File: src/rtl/regfile_wb_arbiter.sv
// regfile_wb_arbiter
// Shares the single register-file write port among N_SRC writeback requesters.
// The valid/ready grant is combinational. The winning write is registered
// onto the register-file port. A forwarding path exposes that in-flight write
// for the one cycle before the register file can return it.
// Optional feature macro: WB_ARB_ROUND_ROBIN_EN.
//   Defined   -> round-robin arbitration starting after the last granted index.
//   Undefined -> fixed priority, where the lowest index wins.

module regfile_wb_arbiter #(
  parameter int N_SRC = 3,
  parameter int AW    = 5,
  parameter int DW    = 32
) (
  input  logic                  clk_i,
  input  logic                  rst_ni,
  input  logic [N_SRC-1:0]      req_valid_i,
  output logic [N_SRC-1:0]      req_ready_o,
  input  logic [N_SRC*AW-1:0]   req_waddr_i,
  input  logic [N_SRC*DW-1:0]   req_wdata_i,
  output logic                  rf_we_o,
  output logic [AW-1:0]         rf_waddr_o,
  output logic [DW-1:0]         rf_wdata_o,
  input  logic [AW-1:0]         fwd_raddr1_i,
  input  logic [AW-1:0]         fwd_raddr2_i,
  output logic                  fwd_hit1_o,
  output logic                  fwd_hit2_o,
  output logic [DW-1:0]         fwd_data1_o,
  output logic [DW-1:0]         fwd_data2_o
);

  // One-hot grant and its encoded index (3 bits covers up to 8 sources).
  logic [N_SRC-1:0] grant;
  logic [2:0]       grant_idx;
  logic             grant_found;
  // Most recently granted index; resets to N_SRC-1 so that source 0 is searched first.
  logic [2:0]       last_q;
  // Address and data of the granted requester.
  logic [AW-1:0]    sel_waddr;
  logic [DW-1:0]    sel_wdata;
  logic             transfer;

`ifdef WB_ARB_ROUND_ROBIN_EN
  int               rr_idx;

  // Round-robin search: start just after last_q, ascend with wrap, and grant the first valid requester.
  always_comb begin
    grant       = '0;
    grant_idx   = 3'd0;
    grant_found = 1'b0;
    rr_idx      = 0;
    for (int k = 1; k <= N_SRC; k++) begin
      rr_idx = (int'(last_q) + k) % N_SRC;
      if (!grant_found && req_valid_i[rr_idx]) begin
        grant_found    = 1'b1;
        grant[rr_idx]  = 1'b1;
        grant_idx      = rr_idx[2:0];
      end else begin
        grant_found    = grant_found;
      end
    end
  end
`else
  // last_q is maintained but is not consulted when fixed priority is used.
  logic unused_last_q;
  assign unused_last_q = ^last_q;

  // Fixed priority: the lowest-index valid requester wins.
  always_comb begin
    grant       = '0;
    grant_idx   = 3'd0;
    grant_found = 1'b0;
    for (int i = 0; i < N_SRC; i++) begin
      if (!grant_found && req_valid_i[i]) begin
        grant_found = 1'b1;
        grant[i]    = 1'b1;
        grant_idx   = 3'(i);
      end else begin
        grant_found = grant_found;
      end
    end
  end
`endif

  // Hold ready low during reset so that no handshake completes while the output register is cleared.
  assign req_ready_o = rst_ni ? grant : '0;
  assign transfer    = grant_found;

  // Select the address and data of the granted requester.
  always_comb begin
    sel_waddr = '0;
    sel_wdata = '0;
    for (int i = 0; i < N_SRC; i++) begin
      if (grant[i]) begin
        sel_waddr = req_waddr_i[i*AW +: AW];
        sel_wdata = req_wdata_i[i*DW +: DW];
      end else begin
        sel_waddr = sel_waddr;
        sel_wdata = sel_wdata;
      end
    end
  end

  // Register the granted write. An accepted write to x0 completes but never asserts the write enable.
  always_ff @(posedge clk_i or negedge rst_ni) begin
    if (!rst_ni) begin
      rf_we_o    <= 1'b0;
      rf_waddr_o <= '0;
      rf_wdata_o <= '0;
    end else if (transfer) begin
      rf_we_o    <= (sel_waddr != '0);
      rf_waddr_o <= sel_waddr;
      rf_wdata_o <= sel_wdata;
    end else begin
      rf_we_o    <= 1'b0;
    end
  end

  // Track the most recently granted index. It changes only on a completed transfer.
  always_ff @(posedge clk_i or negedge rst_ni) begin
    if (!rst_ni) begin
      last_q <= 3'(N_SRC - 1);
    end else if (transfer) begin
      last_q <= grant_idx;
    end else begin
      last_q <= last_q;
    end
  end

  // Forwarding compare against the write the register file has not captured yet; x0 never forwards.
  always_comb begin
    fwd_hit1_o  = rf_we_o && (fwd_raddr1_i == rf_waddr_o) && (fwd_raddr1_i != '0);
    fwd_hit2_o  = rf_we_o && (fwd_raddr2_i == rf_waddr_o) && (fwd_raddr2_i != '0);
    fwd_data1_o = fwd_hit1_o ? rf_wdata_o : '0;
    fwd_data2_o = fwd_hit2_o ? rf_wdata_o : '0;
  end

endmodule
File: config.mk
export PLATFORM = sky130hd
export DESIGN_NAME = regfile_wb_arbiter
export DESIGN_NICKNAME = d
export VERILOG_FILES = /design/src/rtl/regfile_wb_arbiter.sv
export SDC_FILE = /design/constraint.sdc
export NUM_CORES = 1
export LEC_CHECK = 0
export ABC_AREA = 1
export ABC_CLOCK_PERIOD_IN_PS = 2200
export CAP_MARGIN = 20
export CORE_ASPECT_RATIO = 0.7
export CORE_UTILIZATION = 30
export CTS_BUF_LIST = sky130_fd_sc_hd__clkbuf_4
export CTS_CLUSTER_SIZE = 12
export DETAILED_ROUTE_END_ITERATION = 12
export PLACE_DENSITY = 0.83
export SLEW_MARGIN = 5
export SYNTH_ARGS = -nofsm -noshare
export SYNTH_HDL_FRONTEND = slang
export SYNTH_SLANG_ARGS = --single-unit
File: constraint.sdc
create_clock -name clk_i -period 2.2 [get_ports clk_i]
set_input_delay 0.44 -clock clk_i [delete_from_list [all_inputs] [get_ports clk_i]]
set_output_delay 0.44 -clock clk_i [all_outputs]
set_load 0.005 [all_outputs]
==> impl_metrics.json, run 1 <==
{
  "status": "finished, violations left",
  "violations": "negative setup slack",
  "max_clock_freq_mhz": 440.1,
  "maxCapViolations": 0,
  "globalRouteOverflowTotal": 0,
  "coreArea_um2": 8688,
  "start_kind": "flip-flop",
  "cts_sinks": 38,
  "clockBufferDepth": 2,
  "synth_seq_area_share": 0.3439,
  "via_per_inst": 4.899,
  "synth_edf_count": 0,
  "syn_to_final_growth_pct": 110.4,
  "nets": 769,
  "io_pins": 233,
  "synthFlopType": "dfrtp_1",
  "yosysTopAreaCell": "dfrtp_1",
  "netlist_area_um2": 2765,
  "finalCritPeriodShare": 1.033,
  "p_leak_nw": 2.723,
  "die_area_um2": 9611,
  "p_per_area_nw_per_um2": 407.3,
  "synthTopCellsByArea": "dfrtp_1, nand2_1, nor3_2",
  "grt_pass1_vias": 3658,
  "final_core_util": 0.6695,
  "die_x_um": 116.8,
  "ys_async_sr_fraction": 1.000,
  "finalSetupTns_ps": -2186,
  "slew_headroom": 0.6581,
  "synth.distinct_cells": 24,
  "drt_first_pass_iters": 4,
  "clk_latency_ps": 340,
  "grt_max_degree": 39,
  "cp_slowest_cell": "dfrtp_2",
  "drv_slew": 0,
  "clock_skew_ps": 0,
  "start_util": 0.3183,
  "hold_buffers": 0,
  "crit_required_ps": 1760,
  "synth_area_per_cell_um2": 7.354,
  "synth_top_cell_area_share": 0.3439,
  "dp_hpwl_um": 8987,
  "wl_per_cell_um": 16.95,
  "drt_iter0_markers": 116,
  "yosys_warnings": 0,
  "rsz0062_at_grt": "yes",
  "vias": 3743,
  "crit_chain": "inv_2, nand2_1, nand2_1, nand3_2, nor2_4, nand2_4, buf_6, buf_16, nor2_4, buf_6",
  "critPathKind": "flip-flop to output port",
  "ir_drop_v": 0.0002165,
  "final_antenna_net_count": 0,
  "tightest_slew_ps": 512.9,
  "cts_tree": "done",
  "critPathMaxStageDelay_ps": 460,
  "synth_common_cells": "nand2_1, inv_1, dfrtp_1, nor2_1, o2111ai_1",
  "reg2reg_depth": 4,
  "grt_usage": 0.2549,
  "htree_num_levels": 2,
  "die_y_um": 82.33,
  "antennaDiodeCount": 0,
  "crit_arrival_ps": 1830,
  "detail_route.wirelength_um": 12950,
  "whs_ps": 180.8,
  "cts-root-buf": "clkbuf_4",
  "ys_seq_elements": 38,
  "worst-path-max-fanout": 5,
  "worst_r2r_endpoint": "rf_waddr_o[0]$_DFFE_PN0P_",
  "r2r_slack_ps": 1230,
  "row_count": 28,
  "period_minus_slack_ps": 2272,
  "synth.net_count": 502,
  "timing.rr.start": "rf_waddr_o[0]$_DFFE_PN0P_",
  "place.port_buffers": 232,
  "synthCells": 376,
  "drc_errors": 0,
  "layout_setup_ws_ps": -72.08,
  "finalHoldViolations": 0,
  "crit_path_end_kind": "output port",
  "cts_buffers": 5,
  "setup_viol": 56,
  "layout-drive-gt1-share": 0.3478,
  "synth.most_common_cell": "nand2_1",
  "gp_congestion": 0.8724,
  "hp-class": "input pin to asynchronous set/reset pin",
  "fillers": 693,
  "clk_pin_slew_ps": 120,
  "antenna_found_initial": 0,
  "pre_cts_slack_ps": -486.7,
  "grt_first_pass_wirelength_um": 18400
}
critical path, delay by kind of cell, from the launching register on:
kind,cells,cell delay (ps)
and+or+nand+nor,6,550
DFF,1,460
buffers and inverters,4,460
cell families (layout without fill, tap and decap cells):
| group | Yosys count | in the layout | synth area share |
|---|---|---|---|
| DFF | 38 | 38 | 0.3439 |
| xor gates and xnor gates | 1 | 1 | 0.003168 |
| AOI/OAI and AO/OA | 41 | 41 | 0.1217 |
| and+or+nand+nor | 221 | 221 | 0.3959 |
| buffers and inverters | 75 | 343 | 0.1353 |
metal layers:
metal | GRT usage | share of wire | vias to the layer above
li1 | - | - | 1758
met1 | 0.2807 | 0.39 | 1760
met2 | 0.4751 | 0.51 | 195
met3 | 0.06204 | 0.077 | 30
met4 | 0.1038 | 0.025 | 0
met5 | 0 | 0 | -
sequential cells by signal, indices dropped and copies added (netlist names):
name / cells
rf_wdata_o: 32
rf_waddr_o: 5
rf_we_o: 1
repair_timing:
item | in CTS | in global routing
gates resized for setup | 327 | 72
pin swaps | 18 | 34
endpoints found under the setup margin | 68 | 67
cloned | 5 | 1
setup buffers | 17 | 15
cell usage in the layout (no fill, tap or decap), types with 6 or more instances in the layout:
cell,instances
nand2_2,13
nor2_1,10
buf_6,18
inv_1,44
buf_2,62
buf_4,20
clkdlybuf4s50_1,155
o2111ai_1,32
nor3_4,13
dfrtp_1,34
nor2_4,18
nor3_2,19
nand2_1,116
nand3_1,10
clkbuf_4,6
dlygate4sd2_1,8
inv_2,7
buf_12,12
nor2_2,13
report_power, final:
group          internal, mW  leakage (nW)  switching (mW)
Sequential            0.768         0.451          0.0491
Combinational         0.648          2.24           0.534
Clock                 0.133        0.0331           0.237
Total                  1.55          2.72           0.820
metrics by stage:
step                      cells  instance area (µm²)  total power [mW]
after floorplan             376                 2765             1.159
after global placement      723                 5236             1.698
after detailed placement    723                 5236             1.721
after CTS                   753                 5495             2.257
after global routing        764                 5817             2.510
final                       764                 5817             2.369
layout make-up:
cell class,instances,area [µm²],share of cell area
clock inverter,2,8.758,0.001506
clock buffer,6,45.04,0.007744
tap,120,150.1,0.02581
multi-input combinational,263,1757,0.3020
inverter,52,197.7,0.03399
timing repair buffer,283,2703,0.4646
sequential,38,955.9,0.1643
worst max path at each step:
stage | start | end | slack [ps] | depth (start not counted)
final | rf_waddr_o[3]$_DFFE_PN0P_ | fwd_data2_o[24] | -70 | 10
after floorplan | fwd_raddr2_i[1] | fwd_data2_o[25] | 650 | 7
after global placement | fwd_raddr2_i[1] | fwd_data2_o[30] | -460 | 9
after detailed placement | fwd_raddr1_i[1] | fwd_data1_o[25] | -490 | 9
after global routing | rf_waddr_o[3]$_DFFE_PN0P_ | fwd_data1_o[23] | -180 | 10
after CTS | rf_waddr_o[3]$_DFFE_PN0P_ | fwd_data1_o[23] | -150 | 10
Power figures use the tool's default switching activity.
==> run 2: changes to the inputs <==
--- a/config.mk
+++ b/config.mk
@@ -9,11 +9,11 @@
 export ABC_CLOCK_PERIOD_IN_PS = 2200
 export CAP_MARGIN = 20
 export CORE_ASPECT_RATIO = 0.7
-export CORE_UTILIZATION = 30
+export CORE_UTILIZATION = 36
 export CTS_BUF_LIST = sky130_fd_sc_hd__clkbuf_4
 export CTS_CLUSTER_SIZE = 12
 export DETAILED_ROUTE_END_ITERATION = 12
-export PLACE_DENSITY = 0.83
+export PLACE_DENSITY = 0.95
 export SLEW_MARGIN = 5
 export SYNTH_ARGS = -nofsm -noshare
 export SYNTH_HDL_FRONTEND = slang
==> impl_metrics.json, run 2 (synthesized netlist as in run 1, its figures left out) <==
{
  "status": "finished, violations left",
  "violations": "negative setup slack",
  "hold_buffers": 0,
  "dp_cells": 701,
  "tightest_slew_ps": 505.1,
  "combPwrFrac": 0.493,
  "antennaDiodeCount": 0,
  "period_minus_slack_ps": 2415,
  "ir_drop_v": 0.0002541,
  "hp-class": "input pin to asynchronous set/reset pin",
  "wl_per_cell_um": 18.31,
  "setup_viol": 66,
  "crit_path_end_kind": "output port",
  "grt_first_pass_wirelength_um": 19190,
  "htree_num_levels": 2,
  "grt_pass1_vias": 3832,
  "finalCritPeriodShare": 1.098,
  "grt_max_degree": 38,
  "die_area_um2": 8041,
  "dpl_cell_area_um2": 5234,
  "rsz0062_at_grt": "yes",
  "row_count": 26,
  "p_total_mw": 2.299,
  "r2r_slack_ps": 30,
  "crit_required_ps": 1760,
  "dp_hpwl_um": 9082,
  "slew_headroom": 0.6633,
  "clockBufferDepth": 2,
  "final_antenna_net_count": 0,
  "final_cells": 748,
  "worst-path-max-fanout": 5,
  "cts_buffers": 5,
  "clock_skew_ps": 0,
  "via_per_inst": 5.241,
  "cts_tree": "done",
  "drc_errors": 0,
  "p_per_area_nw_per_um2": 397.2,
  "start_kind": "flip-flop",
  "p_leak_nw": 2.715,
  "timing.rr.start": "rf_waddr_o[3]$_DFFE_PN0P_",
  "top_register": "rf_wdata_o",
  "final_area_um2": 5788,
  "max_clock_freq_mhz": 414.1,
  "cts-root-buf": "clkbuf_4",
  "finalHoldViolations": 0,
  "cts_sinks": 38,
  "drt_first_pass_iters": 4,
  "antenna_found_initial": 0,
  "crit_arrival_ps": 1980,
  "syn_to_final_growth_pct": 109.3,
  "nets": 775,
  "gp_congestion": 0.9189,
  "fillers": 493,
  "reg2reg_depth": 16,
  "maxCapViolations": 0,
  "final_common_cell": "clkdlybuf4s50_1",
  "critPathKind": "flip-flop to output port",
  "die_y_um": 75.33,
  "sequentialPowerShare": 0.355,
  "top_regs": "rf_wdata_o x32, rf_waddr_o x5, rf_we_o x1",
  "globalRouteOverflowTotal": 0,
  "layout-drive-gt1-share": 0.3338,
  "clockPowerShare": 0.152,
  "start_util": 0.3761,
  "drt_iter0_markers": 236,
  "switching_share": 0.3559,
  "detail_route.wirelength_um": 13700,
  "pre_cts_slack_ps": -511.1,
  "vias": 3920,
  "p_sw_mw": 0.8182,
  "place.port_buffers": 232,
  "largest_register_ffs": 32,
  "coreArea_um2": 7352,
  "worst_r2r_endpoint": "rf_waddr_o[3]$_DFFE_PN0P_",
  "grt_usage": 0.3139,
  "die_x_um": 106.8,
  "finalSetupTns_ps": -9150,
  "final_cell_mix": "clkdlybuf4s50_1, nand2_1, buf_2",
  "drv_slew": 0,
  "layout_setup_ws_ps": -215.1,
  "clk_latency_ps": 330,
  "io_pins": 233,
  "internal_power_mw": 1.481,
  "clk_pin_slew_ps": 120
}
[run 2: cell types whose count changed in the layout (fill, tap and decap cells not counted), moves of 3 or more]
| cell | change |
|---|---|
| buf_12 | -3 |
| buf_2 | +3 |
| buf_4 | +7 |
| nand2_1 | +12 |
| nand2_2 | -10 |
| nor2_1 | -3 |
| nor2_2 | -6 |
| nor2_4 | +9 |
[run 2: per-stage QoR]
step,utilization,hold WS [ps]
6_report,0.7873,92.30
5_1_grt,0.7873,98.42
4_1_cts,0.7379,91.19
3_5_place_dp,0.7119,467.0
3_3_place_gp,0.7119,459.6
2_1_floorplan,-,144.4
[run 2: worst max-delay path, cell delays in order, from the launching register on]
cell	delay, ps
dfrtp_1	470
xnor2_2	180
nand3_2	90
nor2_2	100
nand2_2	90
buf_6	140
buf_12	120
buf_8	130
buf_8	130
nor2_4	80
buf_2	110
[run 2: final cells by class]
type                       count  area (µm²)  area share
sequential                    38       953.4      0.1647
clock buffer                   5       37.54    0.006485
timing repair buffer         289        2686      0.4641
multi-input combinational    263        1782      0.3078
tap                           98       122.6     0.02118
clock inverter                 3       11.26    0.001946
inverter                      52       195.2     0.03372
[run 2: routing by layer]
| metal | part of all wire | GRT usage | vias to the layer above |
|---|---|---|---|
| met5 | 0 | 0 | - |
| met4 | 0.029 | 0.1142 | 0 |
| met3 | 0.078 | 0.06074 | 36 |
| met2 | 0.52 | 0.6057 | 209 |
| met1 | 0.37 | 0.3530 | 1892 |
| li1 | - | - | 1783 |
[run 2: worst max path at each step]
stage,end,start,slack [ps],depth (start not counted)
2_1_floorplan,fwd_data2_o[25],fwd_raddr2_i[1],650,7
3_3_place_gp,fwd_data1_o[16],fwd_raddr1_i[3],-460,9
3_5_place_dp,fwd_data2_o[31],fwd_raddr2_i[1],-510,9
4_1_cts,fwd_data2_o[16],rf_waddr_o[3]$_DFFE_PN0P_,-230,12
5_1_grt,fwd_data1_o[5],rf_waddr_o[3]$_DFFE_PN0P_,-310,10
6_report,fwd_data2_o[15],rf_waddr_o[2]$_DFFE_PN0P_,-220,10
[run 2: power by group through the flow]
| stage | logic, mW | clock network, mW | registers (mW) |
|---|---|---|---|
| final | 1.13 | 0.349 | 0.816 |
| after global routing | 1.20 | 0.382 | 0.824 |
| after CTS | 0.999 | 0.353 | 0.812 |
| after detailed placement | 0.903 | 0 | 0.826 |
| after global placement | 0.878 | 0 | 0.822 |
| after floorplan | 0.332 | 0 | 0.827 |
[run 2: what timing repair did]
item	4_1_cts	5_1_grt
hold endpoints to repair	0	0
endpoints found under the setup margin	68	69
pin swaps	12	19
buffers inserted	31	7
gates cloned	3	1
resized for setup	305	76
==> run 3: changes to the inputs <==
--- a/config.mk
+++ b/config.mk
@@ -11,7 +11,6 @@
 export CORE_ASPECT_RATIO = 0.7
 export CORE_UTILIZATION = 36
 export CTS_BUF_LIST = sky130_fd_sc_hd__clkbuf_4
-export CTS_CLUSTER_SIZE = 12
 export DETAILED_ROUTE_END_ITERATION = 12
 export PLACE_DENSITY = 0.95
 export SLEW_MARGIN = 5
==> results of run 3 <==
Final layout, timing and power as in run 2 (identical DEF).
